### src/rtl/fb_alpha_blend.sv
// Three-stage alpha blend: Q4.12 source over promoted destination, saturated and packed to RGB565.
// Defining FB_ALPHA_BLEND_DITHER_EN adds 4x4 ordered dither ahead of the RGB565 truncation.
module fb_alpha_blend #(
  parameter int ADDR_W = 24
) (
  input  logic              clk,
  input  logic              rst,
  input  logic              in_valid,
  output logic              in_ready,
  input  logic [1:0]        in_mode,
  input  logic [15:0]       in_src_r,
  input  logic [15:0]       in_src_g,
  input  logic [15:0]       in_src_b,
  input  logic [15:0]       in_src_a,
  input  logic [15:0]       in_dst_r,
  input  logic [15:0]       in_dst_g,
  input  logic [15:0]       in_dst_b,
  input  logic [1:0]        in_x2,
  input  logic [1:0]        in_y2,
  input  logic [ADDR_W-1:0] in_addr,
  output logic              out_valid,
  input  logic              out_ready,
  output logic [15:0]       out_rgb565,
  output logic [ADDR_W-1:0] out_addr
);

  localparam logic [1:0] MODE_DIS = 2'd0;
  localparam logic [1:0] MODE_ADD = 2'd1;
  localparam logic [1:0] MODE_SUB = 2'd2;

  // Handshake: a transfer happens on any clk edge where valid && ready; the whole
  // pipe moves only when the output register is empty or being drained (no skid buffer).
  logic adv;
  assign adv      = !out_valid || out_ready;
  assign in_ready = adv;

  function automatic logic [15:0] mul_q12(input logic [15:0] c, input logic [12:0] k);
    logic signed [31:0] cs, ks, p;
    cs = {{16{c[15]}}, c};
    ks = {19'd0, k};
    p  = cs * ks;
    return 16'(p >>> 12);
  endfunction

  function automatic logic [12:0] combine(input logic [1:0] mode, input logic [15:0] src,
                                          input logic [15:0] dst, input logic [15:0] ps,
                                          input logic [15:0] pd);
    logic signed [17:0] s, d, p, q, sum;
    s = {{2{src[15]}}, src};
    d = {{2{dst[15]}}, dst};
    p = {{2{ps[15]}}, ps};
    q = {{2{pd[15]}}, pd};
    case (mode)
      MODE_DIS: sum = s;
      MODE_ADD: sum = p + d;
      MODE_SUB: sum = p - d;
      default:  sum = p + q;
    endcase
    if (sum < 18'sd0)         return 13'd0;
    else if (sum > 18'sd4096) return 13'h1000;
    else                      return sum[12:0];
  endfunction

  function automatic logic [4:0] pack5(input logic [12:0] v, input logic [6:0] bias);
    logic [13:0] vd;
    vd = {1'b0, v} + {7'd0, bias};
    if (vd >= 14'h1000) return 5'h1f;
    return vd[11:7];
  endfunction

  function automatic logic [5:0] pack6(input logic [12:0] v, input logic [6:0] bias);
    logic [13:0] vd;
    vd = {1'b0, v} + {7'd0, bias};
    if (vd >= 14'h1000) return 6'h3f;
    return vd[11:6];
  endfunction

  // S1: clamp alpha, form source and destination weighted products
  logic [2:0][15:0] src_c, dst_c, ps_c, pd_c;
  logic [12:0]      a_cl, a_inv;

  assign src_c = {in_src_b, in_src_g, in_src_r};
  assign dst_c = {in_dst_b, in_dst_g, in_dst_r};

  always_comb begin
    if (in_src_a[15])              a_cl = 13'd0;
    else if (in_src_a > 16'h1000)  a_cl = 13'h1000;
    else                           a_cl = in_src_a[12:0];
    a_inv = 13'h1000 - a_cl;
    for (int i = 0; i < 3; i++) begin
      ps_c[i] = mul_q12(src_c[i], a_cl);
      pd_c[i] = mul_q12(dst_c[i], a_inv);
    end
  end

  logic              s1_valid;
  logic [1:0]        s1_mode, s1_x2, s1_y2;
  logic [ADDR_W-1:0] s1_addr;
  logic [2:0][15:0]  s1_src, s1_dst, s1_ps, s1_pd;

  always_ff @(posedge clk) begin
    if (rst) begin
      s1_valid <= 1'b0;
      s1_mode  <= '0;
      s1_x2    <= '0;
      s1_y2    <= '0;
      s1_addr  <= '0;
      s1_src   <= '0;
      s1_dst   <= '0;
      s1_ps    <= '0;
      s1_pd    <= '0;
    end else if (adv) begin
      s1_valid <= in_valid;
      s1_mode  <= in_mode;
      s1_x2    <= in_x2;
      s1_y2    <= in_y2;
      s1_addr  <= in_addr;
      s1_src   <= src_c;
      s1_dst   <= dst_c;
      s1_ps    <= ps_c;
      s1_pd    <= pd_c;
    end
  end

  // S2: mode-selected combine, clamped to [0, 1.0]
  logic [2:0][12:0] v_c;
  always_comb begin
    for (int i = 0; i < 3; i++)
      v_c[i] = combine(s1_mode, s1_src[i], s1_dst[i], s1_ps[i], s1_pd[i]);
  end

  logic              s2_valid;
  logic [1:0]        s2_x2, s2_y2;
  logic [ADDR_W-1:0] s2_addr;
  logic [2:0][12:0]  s2_v;

  always_ff @(posedge clk) begin
    if (rst) begin
      s2_valid <= 1'b0;
      s2_x2    <= '0;
      s2_y2    <= '0;
      s2_addr  <= '0;
      s2_v     <= '0;
    end else if (adv) begin
      s2_valid <= s1_valid;
      s2_x2    <= s1_x2;
      s2_y2    <= s1_y2;
      s2_addr  <= s1_addr;
      s2_v     <= v_c;
    end
  end

  // S3: optional ordered-dither bias, then saturate and truncate to 5/6/5
  logic [3:0] t;
`ifdef FB_ALPHA_BLEND_DITHER_EN
  always_comb begin
    case ({s2_y2, s2_x2})
      4'd0:  t = 4'd0;   4'd1:  t = 4'd8;   4'd2:  t = 4'd2;   4'd3:  t = 4'd10;
      4'd4:  t = 4'd12;  4'd5:  t = 4'd4;   4'd6:  t = 4'd14;  4'd7:  t = 4'd6;
      4'd8:  t = 4'd3;   4'd9:  t = 4'd11;  4'd10: t = 4'd1;   4'd11: t = 4'd9;
      4'd12: t = 4'd15;  4'd13: t = 4'd7;   4'd14: t = 4'd13;  default: t = 4'd5;
    endcase
  end
`else
  logic unused_dither;
  assign unused_dither = ^{s2_y2, s2_x2};
  assign t = 4'd0;
`endif

  logic [4:0] r5, b5;
  logic [5:0] g6;
  assign r5 = pack5(s2_v[0], {t, 3'b000});
  assign g6 = pack6(s2_v[1], {1'b0, t, 2'b00});
  assign b5 = pack5(s2_v[2], {t, 3'b000});

  always_ff @(posedge clk) begin
    if (rst) begin
      out_valid  <= 1'b0;
      out_rgb565 <= '0;
      out_addr   <= '0;
    end else if (adv) begin
      out_valid  <= s2_valid;
      out_rgb565 <= {r5, g6, b5};
      out_addr   <= s2_addr;
    end
  end

endmodule

### config.mk
export PLATFORM = sky130hd
export DESIGN_NAME = fb_alpha_blend
export DESIGN_NICKNAME = d
export VERILOG_FILES = /design/src/rtl/fb_alpha_blend.sv
export SDC_FILE = /design/constraint.sdc
export NUM_CORES = 2
export LEC_CHECK = 0
export ABC_AREA = 1
export BUFFER_PORTS_ARGS = -buffer_cell sky130_fd_sc_hd__buf_2
export CELL_PAD_IN_SITES_DETAIL_PLACEMENT = 0
export CELL_PAD_IN_SITES_GLOBAL_PLACEMENT = 2
export CORE_MARGIN = 2
export CORE_UTILIZATION = 36
export CTS_BUF_LIST = sky130_fd_sc_hd__clkbuf_2 sky130_fd_sc_hd__clkbuf_4 sky130_fd_sc_hd__clkbuf_8
export DETAILED_ROUTE_END_ITERATION = 8
export PLACE_DENSITY = 0.79
export SLEW_MARGIN = 20
export SYNTH_ARGS = -nofsm -noshare
export SYNTH_HDL_FRONTEND = slang
export SYNTH_SLANG_ARGS = --single-unit
### constraint.sdc
create_clock -name clk -period 8.64 [get_ports clk]
set_clock_uncertainty 0.2 [all_clocks]
set_input_delay 1.728 -clock clk [delete_from_list [all_inputs] [get_ports clk]]
set_output_delay 1.728 -clock clk [all_outputs]
set_load 0.005 [all_outputs]
==> impl_metrics.ini <==
[outcome]
outcome = finished, final reports clean

[logic_synthesis]
syn_inst = 8338
synthArstFlopShare_pct = 0
ys_types = 62
yosys_warnings = 0
synth-edff-count = 0
ys.flop_type = dfxtp_1
seq_area_frac_synth_pct = 9.76
syn_nets = 10100
ys_ff_latch = 304
synth_area_um2 = 62400
synth_area_per_cell_um2 = 7.48

[worst_setup_path]
worst_path_largest_cell_delay_ps = 560
worstSetupPathType = input port to flop
path_max_fanout = 15
start_kind = input port
critPathCaptureType = flop
reg2reg_slack_ps = 3400
cp_data_arrival_time_ps = 8790
r2r-end = s2_v[10]
crit_path_top_delay_cell = fa_1
reg2reg_from = s1_mode[0]
cp.required_ps = 9090
reg2regPathDepth = 22

[floorplan]
die_y_um = 420
core_area_um2 = 172000
ios = 188
die_x_um = 420
start_util_pct = 36.3
rows = 152
dieArea_um2 = 177000

[global_route]
grt_max_degree = 193
grt_pass1_wl_um = 328000
antenna_found_initial = 15
grt.total_usage_pct = 24.0
grt_pass1_vias = 56200
overflow = 0

[placement]
post_dp_cell_area_um2 = 70000
hpwl_um = 173000
gp_congestion = 0.884
io_buffers = 183
pre_cts_slack_ps = -745

[routing]
drc = 0
drtIter0Drc = 3087
ant_nets = 0
wl_per_cell_um = 18.6
first_pass_iters = 5
routed_wl_um = 209000
viasPerCell = 4.84
vias = 54500

[min_path]
hold_path.class = flop to flop
whs_path_depth = 2
hold_path_end = s2_valid
min_from = s2_valid

[finish]
fin_nets = 10700
final_area_um2 = 71900
drive_gt1_share_pct = 11.7
nFillCells = 18100
area_growth_pct = 15.3

[flow_run]
cap_violations = 0

[clocking]
cts_root_buf = clkbuf_8
cts_sinks = 304
cts_buffers = 60
clock_path_buffers = 3
clock_latency_ps = 720
cts_max_level = 2
clkTransAtPathRegs_ps = 60
cts_tree = yes

[timing]
max_freq_mhz = 120
period_minus_slack_ps = 8340
finalHoldViolations = 0
finalCritPeriodShare_pct = 96.5
hold_slack_ps = 257
setup_viol = 0
slew_viol_final = 0
rsz0062_at_grt = yes
slew_headroom_pct = 28.9
worst_pin_slew_ps = 1060
setup_slack_ps = 299

[power_and_ir_drop]
p_leak_nw = 38.3
peakVddDrop_v = 0.000155
power_density_nw_per_um2 = 193
power_w = 0.0139
-- synth_stat cells, drive strengths merged (2+ instances only) --
cell,count,area [um^2]
o22ai,3,18.8
clkbuf,183,687
inv,1893,7110
o221ai,2,17.5
buf,108,494
or2,19,119
a221oi,6,52.6
nand2,1516,5720
xor2,50,438
a32oi,2,17.5
o21bai,53,405
a21oi,348,1740
nand3b,13,97.6
a211oi,9,67.6
nand4,67,419
o21ai,435,2180
o211ai,41,308
o31ai,12,100
xnor2,56,490
a22o,7,61.3
a22oi,2,15.0
nor2,1120,4260
nor4,21,131
o41ai,4,35.0
dfxtp,304,6090
nand3,255,1290
clkinv,18,67.6
and2,4,25.0
fa,1149,23000
o21a,13,97.6
o221a,5,56.3
a21boi,9,71.3
nor3,64,330
a21o,28,210
ha,460,5760
a31oi,51,319
-- flip-flops by register name, indices dropped and copies added, names as in the netlist --
signal      count
s1_dst         48
s1_pd          48
s1_ps          48
s1_src         48
out_addr       24
s1_addr        24
s2_addr        24
s2_v           19
out_rgb565     16
s1_mode         2
out_valid       1
s1_valid        1
s2_valid        1
-- critical path, delay by kind of cell --
family                     cells  cell delay, ps
adders and majority gates      7            3230
xor gates and xnor gates       1             280
buffers and inverters         12            1420
AOI/OAI and AO/OA              4             710
and+or+nand+nor               11            1370
-- cells by family (layout without fill, tap and decap cells) --
group                    after synthesis  in the layout  share of synthesized area [%]
AO/OA/AOI/OAI                       1036           1036                           9.35
XOR/XNOR                             106            106                           1.49
adder cells (fa/ha/maj)             1609           1609                           46.1
buffers and inverters               2202           2806                           13.4
flip-flops                           304            304                           9.76
other                                  0              8                              0
AND/OR/NAND/NOR                     3081           3081                           19.9
-- metal layers --
metal	GRT usage (%)	wire length [um]
met1	33.2	96900
met2	40.9	99300
met3	1.96	7810
met4	5.54	4830
met5	0	13
-- area by class of cell --
type                       instances  area (um^2)  share of cell area [%]
inverter                        1911         7210                    10.0
sequential                       304         6090                    8.47
clock buffer                      83         1090                    1.51
tap                             2310         2890                    4.02
clock inverter                    16          188                   0.261
timing repair buffer             796         6110                    8.50
antenna                            8         20.0                  0.0278
multi-input combinational       5832        48300                    67.2
-- stage by stage --
stage | instances | setup TNS [ps] | util, %
4_1_cts | 11200 | 0 | 41.5
5_1_grt | 11300 | -647 | 41.8
2_1_floorplan | 8338 | 0 | -
3_3_place_gp | 11100 | -25920 | 40.7
6_report | 11300 | 0 | 41.8
3_5_place_dp | 11100 | -28690 | 40.7
-- cell usage in the layout (no fill, tap or decap), types with 18 or more instances in the layout --
master	netlist	routed
nand3_1	253	250
nand2_1	1507	1490
nor3_1	62	61
o21ai_0	427	420
dfxtp_1	304	304
nor2_1	1107	1091
a21oi_1	348	337
a21o_1	28	28
or2_2	18	18
clkbuf_8	0	74
o21bai_1	51	51
fa_1	1149	1146
xor2_1	50	49
inv_1	1879	1873
buf_4	1	560
nand4_1	67	67
buf_2	32	183
a31oi_1	51	51
ha_1	460	451
o211ai_1	41	41
nand2_2	7	22
xnor2_1	56	56
buf_12	0	42
-- what timing repair did --
| action | 4_1_cts | 5_1_grt |
|---|---|---|
| hold buffers | 0 | 0 |
| gates resized for setup | 0 | 111 |
| setup buffers | 0 | 15 |
| endpoints found under the setup margin | 0 | 44 |
-- where the power goes --
part | internal (W) | switching [W]
Clock | 0.000901 | 0.000719
Sequential | 0.00163 | 0.000176
Combinational | 0.00441 | 0.00603
-- worst max-delay path by stage --
stage                 startpoint         to  slack (ps)  cells after the start
floorplan            in_src_a[7]  s1_pd[44]          50                     41
global placement    in_src_a[15]   s1_pd[7]        -710                     38
detailed placement  in_src_a[15]   s1_pd[7]        -750                     38
CTS                 in_src_a[15]   s1_pd[7]           3                     38
global route         in_src_a[7]   s1_pd[9]        -110                     39
finish              in_src_a[15]  s1_pd[21]         300                     35
Note: power is estimated with default switching activity, not from simulation.
